--- src/rtl/seq_subtractor_if.sv ---
// Start/busy/done handshake and operand/result bus for seq_subtractor.
//   start, in0, in1, bin : request and operands (controller -> subtractor)
//   busy, done           : operation in progress / one-cycle result-valid pulse
//   diff, bout           : registered result and borrow-out
//   ovf                  : signed overflow flag, only when SEQ_SUB_OVF_EN is defined
// Modports: master = datapath controller, slave = subtractor.
interface seq_subtractor_if #(
  parameter int unsigned WIDTH = 16
);
  logic             start;
  logic [WIDTH-1:0] in0;
  logic [WIDTH-1:0] in1;
  logic             bin;
  logic             busy;
  logic             done;
  logic [WIDTH-1:0] diff;
  logic             bout;
`ifdef SEQ_SUB_OVF_EN
  logic             ovf;

  modport master (
    output start, in0, in1, bin,
    input  busy, done, diff, bout, ovf
  );
  modport slave (
    input  start, in0, in1, bin,
    output busy, done, diff, bout, ovf
  );
`else
  modport master (
    output start, in0, in1, bin,
    input  busy, done, diff, bout
  );
  modport slave (
    input  start, in0, in1, bin,
    output busy, done, diff, bout
  );
`endif
endinterface

--- src/rtl/seq_subtractor.sv ---
// Multi-cycle subtractor: diff = in0 - in1 - bin over WIDTH bits, CHUNK bits per clock,
// with the borrow carried between chunks in a register. N = WIDTH/CHUNK clocks per result.
// Ports:
//   clk   : clock, rising edge
//   rst_n : asynchronous active-low reset
//   bus   : seq_subtractor_if slave modport (start/in0/in1/bin in; busy/done/diff/bout out)
// Optional feature macro: SEQ_SUB_OVF_EN adds the registered signed overflow flag bus.ovf.
// WIDTH must be an integer multiple of CHUNK.
module seq_subtractor #(
  parameter int unsigned WIDTH = 16,
  parameter int unsigned CHUNK = 4
) (
  input logic              clk,
  input logic              rst_n,
  seq_subtractor_if.slave  bus
);

  localparam int unsigned N    = WIDTH / CHUNK;
  localparam int unsigned CntW = (N > 1) ? $clog2(N) : 1;

  typedef enum logic [0:0] {StIdle, StRun} state_e;

  state_e            state_q, state_d;
  logic [CntW-1:0]   cnt_q, cnt_d;
  logic [WIDTH-1:0]  a_q, a_d;
  logic [WIDTH-1:0]  b_q, b_d;
  logic              borrow_q, borrow_d;
  logic [WIDTH-1:0]  diff_q, diff_d;
  logic              bout_q, bout_d;
  logic              done_q, done_d;
`ifdef SEQ_SUB_OVF_EN
  logic              ovf_q, ovf_d;
`endif

  logic [31:0]       idx;
  logic [CHUNK-1:0]  a_chunk;
  logic [CHUNK-1:0]  b_chunk;
  logic [CHUNK:0]    chunk_res;
  logic              last;

  // Bit offset of the chunk handled this cycle.
  assign idx     = 32'(cnt_q) * CHUNK;
  assign a_chunk = a_q[idx +: CHUNK];
  assign b_chunk = b_q[idx +: CHUNK];
  // CHUNK+1 bits wide so the top bit is the borrow out of this chunk.
  assign chunk_res = {1'b0, a_chunk} - {1'b0, b_chunk} - {{CHUNK{1'b0}}, borrow_q};
  assign last      = (cnt_q == CntW'(N - 1));

  always_comb begin
    state_d  = state_q;
    cnt_d    = cnt_q;
    a_d      = a_q;
    b_d      = b_q;
    borrow_d = borrow_q;
    diff_d   = diff_q;
    bout_d   = bout_q;
    done_d   = 1'b0;
`ifdef SEQ_SUB_OVF_EN
    ovf_d    = ovf_q;
`endif
    unique case (state_q)
      StIdle: begin
        if (bus.start) begin
          a_d      = bus.in0;
          b_d      = bus.in1;
          borrow_d = bus.bin;
          cnt_d    = '0;
          state_d  = StRun;
        end
      end
      StRun: begin
        // diff is overwritten chunk by chunk; untouched chunks keep the old result.
        diff_d[idx +: CHUNK] = chunk_res[CHUNK-1:0];
        borrow_d             = chunk_res[CHUNK];
        cnt_d                = cnt_q + 1'b1;
        if (last) begin
          bout_d  = chunk_res[CHUNK];
          done_d  = 1'b1;
          cnt_d   = '0;
          state_d = StIdle;
`ifdef SEQ_SUB_OVF_EN
          // Operand signs differ and the result sign differs from the minuend.
          ovf_d = (a_q[WIDTH-1] ^ b_q[WIDTH-1]) & (a_q[WIDTH-1] ^ chunk_res[CHUNK-1]);
`endif
        end
      end
      default: state_d = StIdle;
    endcase
  end

  always_ff @(posedge clk or negedge rst_n) begin
    if (!rst_n) begin
      state_q  <= StIdle;
      cnt_q    <= '0;
      a_q      <= '0;
      b_q      <= '0;
      borrow_q <= 1'b0;
      diff_q   <= '0;
      bout_q   <= 1'b0;
      done_q   <= 1'b0;
`ifdef SEQ_SUB_OVF_EN
      ovf_q    <= 1'b0;
`endif
    end else begin
      state_q  <= state_d;
      cnt_q    <= cnt_d;
      a_q      <= a_d;
      b_q      <= b_d;
      borrow_q <= borrow_d;
      diff_q   <= diff_d;
      bout_q   <= bout_d;
      done_q   <= done_d;
`ifdef SEQ_SUB_OVF_EN
      ovf_q    <= ovf_d;
`endif
    end
  end

  assign bus.busy = (state_q == StRun);
  assign bus.done = done_q;
  assign bus.diff = diff_q;
  assign bus.bout = bout_q;
`ifdef SEQ_SUB_OVF_EN
  assign bus.ovf  = ovf_q;
`endif

endmodule

--- src/flat_wrapper.sv ---
// flat-port wrapper written by rule: the top's interface ports become plain ports
module seq_subtractor_flat 
#(
  parameter int unsigned WIDTH = 16,
  parameter int unsigned CHUNK = 4
)
  (clk, rst_n, bus_start, bus_in0, bus_in1, bus_bin, bus_busy, bus_done, bus_diff, bus_bout);
  seq_subtractor_if #(.WIDTH(WIDTH)) bus_i ();
  input logic clk;
  input logic rst_n;
  input wire logic [$bits(bus_i.start)-1:0] bus_start;
  input wire logic [$bits(bus_i.in0)-1:0] bus_in0;
  input wire logic [$bits(bus_i.in1)-1:0] bus_in1;
  input wire logic [$bits(bus_i.bin)-1:0] bus_bin;
  output wire logic [$bits(bus_i.busy)-1:0] bus_busy;
  output wire logic [$bits(bus_i.done)-1:0] bus_done;
  output wire logic [$bits(bus_i.diff)-1:0] bus_diff;
  output wire logic [$bits(bus_i.bout)-1:0] bus_bout;
  assign bus_i.start = bus_start;
  assign bus_i.in0 = bus_in0;
  assign bus_i.in1 = bus_in1;
  assign bus_i.bin = bus_bin;
  assign bus_busy = bus_i.busy;
  assign bus_done = bus_i.done;
  assign bus_diff = bus_i.diff;
  assign bus_bout = bus_i.bout;
  seq_subtractor #(.WIDTH(WIDTH), .CHUNK(CHUNK)) u_core (.clk(clk), .rst_n(rst_n), .bus(bus_i));
endmodule
--- config.mk ---
export PLATFORM = sky130hd
export DESIGN_NAME = seq_subtractor_flat
export DESIGN_NICKNAME = d
export VERILOG_FILES = /design/src/rtl/seq_subtractor_if.sv /design/src/rtl/seq_subtractor.sv /design/src/flat_wrapper.sv
export SDC_FILE = /design/constraint.sdc
export NUM_CORES = 1
export LEC_CHECK = 0
export ABC_AREA = 0
export CAP_MARGIN = 5
export CORE_UTILIZATION = 45
export DETAILED_ROUTE_END_ITERATION = 8
export GPL_TIMING_DRIVEN = 0
export PLACE_DENSITY_LB_ADDON = 0.1
export SYNTH_ARGS = -nofsm -noshare
export SYNTH_HDL_FRONTEND = slang
export SYNTH_SLANG_ARGS = --single-unit
--- constraint.sdc ---
create_clock -name clk -period 3.12 [get_ports clk]
set_clock_uncertainty 0.1 [all_clocks]
set_input_delay 0.312 -clock clk [delete_from_list [all_inputs] [get_ports clk]]
set_output_delay 0.312 -clock clk [all_outputs]
set_load 0.05 [all_outputs]
* Word-level counts from Yosys, hierarchy flattened
Cells that the tools add are included.
** Operators by class
- Add/sub/neg operators :: 4
- Div/mod/pow operators :: 0
- Shift-type cells :: 4
- Mux-type cells :: 11
- Bitwise operators :: 1
- Equality and inequality tests :: 2
- Order comparisons :: 0
- Multipliers :: 0
- Reductions and logical operators :: 2
** Operators by type and width (count)
- 4-bit negator with 34-bit output :: 1
- 4-bit by 34-bit variable shift with 16-bit output, first input constant :: 1
- 4-bit by 34-bit variable part select with 16-bit output :: 1
- 16-bit by 5-bit variable part select with 4-bit output :: 2
- 16-bit bitwise mux :: 1
- 1-bit 2-to-1 mux :: 5
- 4-bit by 4-bit subtractor with 5-bit output :: 1
- 5-bit by 1-bit subtractor with 5-bit output :: 1
- 2-bit 2-to-1 mux :: 2
- 1-bit case mux with 2 select lines :: 2
- 2-bit case mux with 2 select lines :: 1
- 2-bit AND reduction :: 2
- 2-bit by 1-bit adder with 2-bit output, second input constant :: 1
- 2-bit equality test, second input constant :: 1
- 2-bit inequality test, second input constant :: 1
- 1-bit inverter :: 1
** Storage, ports and cells
- Input port bits :: 36
- Register bits after elaboration :: 54
- Output and inout bits :: 19
- Bits in latches :: 0
- Bits in read-only memories :: 0
- Logic and storage cells :: 32
- Bits in writable memories :: 0
- Memories kept :: 0

* Logic depth before layout (Yosys ltp)
Gate-level depths: netlist (run 1).
- Depth after elaboration :: 5
- Mapped depth :: 10
- Mapped depth without buffers :: 9

* Least setup slack after synthesis (run 1)
Ideal clock, no wire load.
- Path type :: flip-flop to flip-flop
- Start :: register u_core.cnt_q[0]
- End :: register u_core.borrow_q
- Library setup time :: 137 ps
- Stages on the path, launching flop included :: 10
- Buffers on the path :: 2
- Data required time :: 2883 ps
- Slack :: 211 ps
- Arrival time :: 2673 ps
- Period minus slack after synthesis :: 2909 ps
- Cells stage by stage :: dfrtp_1 -> buf_6 -> clkbuf_1 -> mux4_2 -> fa_1 -> fa_1 -> nand2_1 -> a21oi_1 -> xnor2_1 -> a21oi_1
** On the way
- Longest elaborated chain between the ends :: 4
- Elaborated cells on any way between the ends :: 5
- Those cells by class :: add/sub: 2; shift: 2; mux: 1
** Ends and longest elaborated chain
- start: declaration :: RTL line seq_subtractor.sv:24 : logic [CntW-1:0] cnt_q, cnt_d;
- start signal: assignment :: RTL line seq_subtractor.sv:106 : cnt_q <= cnt_d;
- 16-bit by 5-bit variable part select with 4-bit output, on equally long branches :: RTL line seq_subtractor.sv:43, seq_subtractor.sv:44
- 4-bit by 4-bit subtractor with 5-bit output * :: RTL line seq_subtractor.sv:46 : assign chunk_res = {1'b0, a_chunk} - {1'b0, b_chunk} - {{CHUNK{1'b0}}, borrow_q};
- 5-bit by 1-bit subtractor with 5-bit output * :: RTL line seq_subtractor.sv:46
- 1-bit case mux with 2 select lines * :: RTL line seq_subtractor.sv:61 : unique case (state_q)
- end signal: assignment :: RTL line seq_subtractor.sv:109 : borrow_q <= borrow_d;
- end: declaration :: RTL line seq_subtractor.sv:27 : logic borrow_q, borrow_d;
Mark *: on every way between the ends. The rest lies on a longest branch, timed or not.
A chain may end at the register's enable or synchronous reset.

* Final worst setup path (run 1)
- Start :: register u_core.cnt_q[0]
- End :: register u_core.diff_q[14] (netlist: u_core.bus.diff[14])
** On the way
- Longest elaborated chain between the ends :: 5
- Elaborated cells on any way between the ends :: 8
- Those cells by class :: add/sub: 3; shift: 4; mux: 1
** Ends and longest elaborated chain
- 16-bit by 5-bit variable part select with 4-bit output, on equally long branches :: RTL line seq_subtractor.sv:43, seq_subtractor.sv:44
- 4-bit by 4-bit subtractor with 5-bit output :: RTL line seq_subtractor.sv:46
- 5-bit by 1-bit subtractor with 5-bit output :: RTL line seq_subtractor.sv:46
- 4-bit by 34-bit variable part select with 16-bit output :: RTL line seq_subtractor.sv:73 : diff_d[idx +: CHUNK] = chunk_res[CHUNK-1:0];
- 16-bit bitwise mux * :: RTL line seq_subtractor.sv:73
- end signal: assignment :: RTL line seq_subtractor.sv:110 : diff_q <= diff_d;
- end: declaration :: RTL line seq_subtractor.sv:28 : logic [WIDTH-1:0] diff_q, diff_d;
Marked as above.

==> results of run 1 <==
per-stage QoR:
| step | hold WS, ns | util | TNS [ns] | setup WS [ns] | total power (W) |
|---|---|---|---|---|---|
| floorplan | -0.0836 | - | 0 | 0.211 | 0.00276 |
| global placement | 0.374 | 0.598 | -2.10 | -0.267 | 0.00340 |
| detailed placement | 0.248 | 0.601 | -2.30 | -0.281 | 0.00343 |
| CTS | 0.395 | 0.620 | 0 | 0.177 | 0.00383 |
| global route | 0.420 | 0.620 | 0 | 0.0982 | 0.00408 |
| finish | 0.389 | 0.620 | 0 | 0.219 | 0.00378 |
kinds of logic (layout without fill, tap and decap cells):
| logic type | Yosys count | after routing |
|---|---|---|
| and+or+nand+nor | 32 | 32 |
| muxes | 40 | 40 |
| DFF | 54 | 54 |
| AOI/OAI and AO/OA | 23 | 23 |
| xor gates and xnor gates | 3 | 3 |
| buffers and inverters | 18 | 81 |
| adders and majority gates | 12 | 12 |
metal layers:
layer / wire length (µm) / GRT usage / up-vias / part of all wire
met5: 0 / 0 / - / 0
met4: 23 / 0.0500 / 0 / 0.0049
met3: 126 / 0.0383 / 2 / 0.027
met2: 2420 / 0.300 / 34 / 0.52
met1: 2100 / 0.245 / 794 / 0.45
li1: - / - / 768 / -
what timing repair did:
action / in CTS / in global routing
gates resized for setup: 0 / 0
hold endpoints to repair: 25 / 0
setup endpoints to repair: 14 / 0
hold buffers: 1 / 0
worst min-delay path, stage by stage, from the launching register on:
cell	delay, ns
dfrtp_1	0.35
nand2_1	0.05
o21ai_0	0.06
power by group through the flow:
stage	registers [W]	logic (W)	clock network (W)
4_1_cts	0.00118	0.00224	0.000405
5_1_grt	0.00122	0.00242	0.000433
2_1_floorplan	0.00140	0.00135	0
6_report	0.00117	0.00221	0.000396
3_5_place_dp	0.00120	0.00224	0
3_3_place_gp	0.00119	0.00221	0
registers in the layout, indices dropped and copies added (netlist names):
register / cells
u_core.bus.bout: 1
u_core.borrow_q: 1
u_core.bus.done: 1
u_core.bus.busy: 1
u_core.cnt_q: 2
u_core.a_q: 16
u_core.bus.diff: 16
u_core.b_q: 16
final timing paths:
| kind | start | to | slack [ns] | depth (start not counted) |
|---|---|---|---|---|
| worst max register to register | u_core.cnt_q[0] | u_core.bus.diff[14] | 0.22 | 6 |
| worst min-delay path | u_core.bus.diff[13] | u_core.bus.diff[13] | 0.39 | 2 |
| min in group asynchronous | rst_n | u_core.bus.diff[4] | 0.45 | 2 |
| max in group asynchronous | rst_n | u_core.cnt_q[0] | 1.92 | 3 |
| worst min register to register | u_core.bus.diff[13] | u_core.bus.diff[13] | 0.39 | 2 |
| worst max-delay path | u_core.cnt_q[0] | u_core.bus.diff[14] | 0.22 | 6 |
cell usage after synthesis, types with 2 or more instances:
master | count | area (µm²)
mux4_2 | 8 | 180
nand4_1 | 2 | 12.5
dfrtp_1 | 54 | 1350
a22o_1 | 9 | 78.8
buf_2 | 4 | 20.0
nand2_1 | 15 | 56.3
nand2b_1 | 3 | 18.8
nor2b_1 | 3 | 18.8
a21oi_1 | 3 | 15.0
inv_1 | 10 | 37.5
xnor2_1 | 3 | 26.3
mux2_2 | 32 | 360
fa_1 | 2 | 40.0
ha_1 | 10 | 125
clkbuf_1 | 3 | 11.3
o21ai_0 | 9 | 45.0
and4_1 | 2 | 17.5
nor2_1 | 2 | 7.51
and2_1 | 2 | 12.5
layout make-up:
class | instances | share of cell area
Tap cell | 70 | 0.0271
Multi-Input combinational cell | 110 | 0.327
Timing Repair Buffer | 56 | 0.175
Inverter | 10 | 0.0116
Clock inverter | 1 | 0.00155
Clock buffer | 7 | 0.0268
Buffer | 7 | 0.0120
Sequential cell | 54 | 0.419
==> flow_summary.toml, run 1 <==
[synthesis]
synthesis.instances = 182
synth_top_family_by_area = "multiplexers"
yosysUniqueCellTypes = 25
synthMuxAreaShare = 0.217
async_flop_share = 1.00
synthFlopType = "dfrtp_1"
synth-xor-area-share = 0.0106
synthSimpleGateAreaFrac = 0.0674
synth_edf_count = 0
synth_compound_area_frac = 0.0624
synth-seq-area-share = 0.544
synth_area_per_cell_um2 = 13.7
syn_area_um2 = 2490
synthAdderAreaFrac = 0.0664
yosysWarnings = 0
yosys_register_bits = 54
synth_nets = 230

[sta]
finalHoldViolations = 0
setup_viol = 0
period_needed_ns = 2.90
finalCritPeriodShare = 0.930
rsz0062_at_grt = "false"
drv_slew = 0
tightestPinTransition_ns = 0.597
max_clock_freq_ghz = 0.345
slew_headroom = 0.602

[min_path]
hold_path_class = "reg -> reg"

[place]
gp_congestion = 0.793
io_buffers = 54
place_area_um2 = 3130
hpwl_um = 3610
post-place-cells = 307

[floorplanning]
io_pins = 55
chipHeight_um = 76.3
core_um2 = 5200
initial_utilization = 0.478
die_width_um = 76.3
rows = 26
die_area_um2 = 5830

[worst_setup_path]
arrival_ns = 3.04
crit_buf_inv = 1
crit_type = "reg -> reg"
path_delay_family = "adder cells"
cp-start-kind = "flip-flop"
cp_slowest_cell = "mux4_2"
cpMostUsedCell = "fa_1"
worstPathCellList = "buf_6 -> mux4_2 -> fa_1 -> fa_1 -> xnor2_1 -> a22o_1"
critical_path_required_ns = 3.26
worst-path-max-fanout = 16
slowest_delay_ns = 0.56
crit_path_end_kind = "flip-flop"

[power_and_ir_drop]
vdd_drop_max_mv = 0.865
clkPwrFrac = 0.105
p_sw_frac = 0.429
p_seq_frac = 0.310
combPwrFrac = 0.585
leakage_nw = 1.38
p_int_w = 0.00216
p_switching_w = 0.00162
p_per_area_nw_per_um2 = 1170

[routing]
wl_um = 4670
avgRoutedWirePerCell_um = 14.8
firstDrtPassIters = 4
drt_iter0_markers = 43
via_per_inst = 5.07
drtAntennaViolNets = 0
vias = 1598
drc = 0

[final_layout]
post-route-cell-area_um2 = 3230
n_antenna_cell = 0
final_nets = 292
layout-drive-gt1-share = 0.224
regArea_um2 = 1350
area_growth_pct = 29.8
layout_common_cells = "54 x dfrtp_1, 53 x clkdlybuf4s50_1, 32 x mux2_2, 15 x nand2_1"
fillers = 434
final_cells = 315
multi_input_area_um2 = 1050
final_common_cell = "dfrtp_1"

[grt]
grt_max_degree = 30
grt_pass1_vias = 1733
antenna_found_initial = 0
gr-total-overflow = 0
grt_pass1_wl_um = 8250
grt_util_all_layers = 0.182

[clock_tree]
cts_buffers = 5
path_clk_slew_ns = 0.09
cts_max_path_buffers = 2
cts_max_level = 2
root_buffer = "clkbuf_8"
clock_latency_ns = 0.30
tritoncts = "done"
clkSinkCount = 54
cts_setup_buffers = 0

[flow_run]
drv_cap = 0

[outcome]
status = "finished, final reports clean"
Power figures use the tool's default switching activity.
==> run 2, diff against run 1 <==
--- a/constraint.sdc
+++ b/constraint.sdc
@@ -3,3 +3,3 @@
 set_input_delay 0.312 -clock clk [delete_from_list [all_inputs] [get_ports clk]]
 set_output_delay 0.312 -clock clk [all_outputs]
-set_load 0.05 [all_outputs]
+set_load 0.005 [all_outputs]
==> results of run 2 <==
Same layout as run 1 (identical final DEF). Status: finished, final reports clean.
Among the figures that moved: total power 0.00378 W -> 0.00352 W; worst IR drop on VDD 0.865 mV -> 0.859 mV
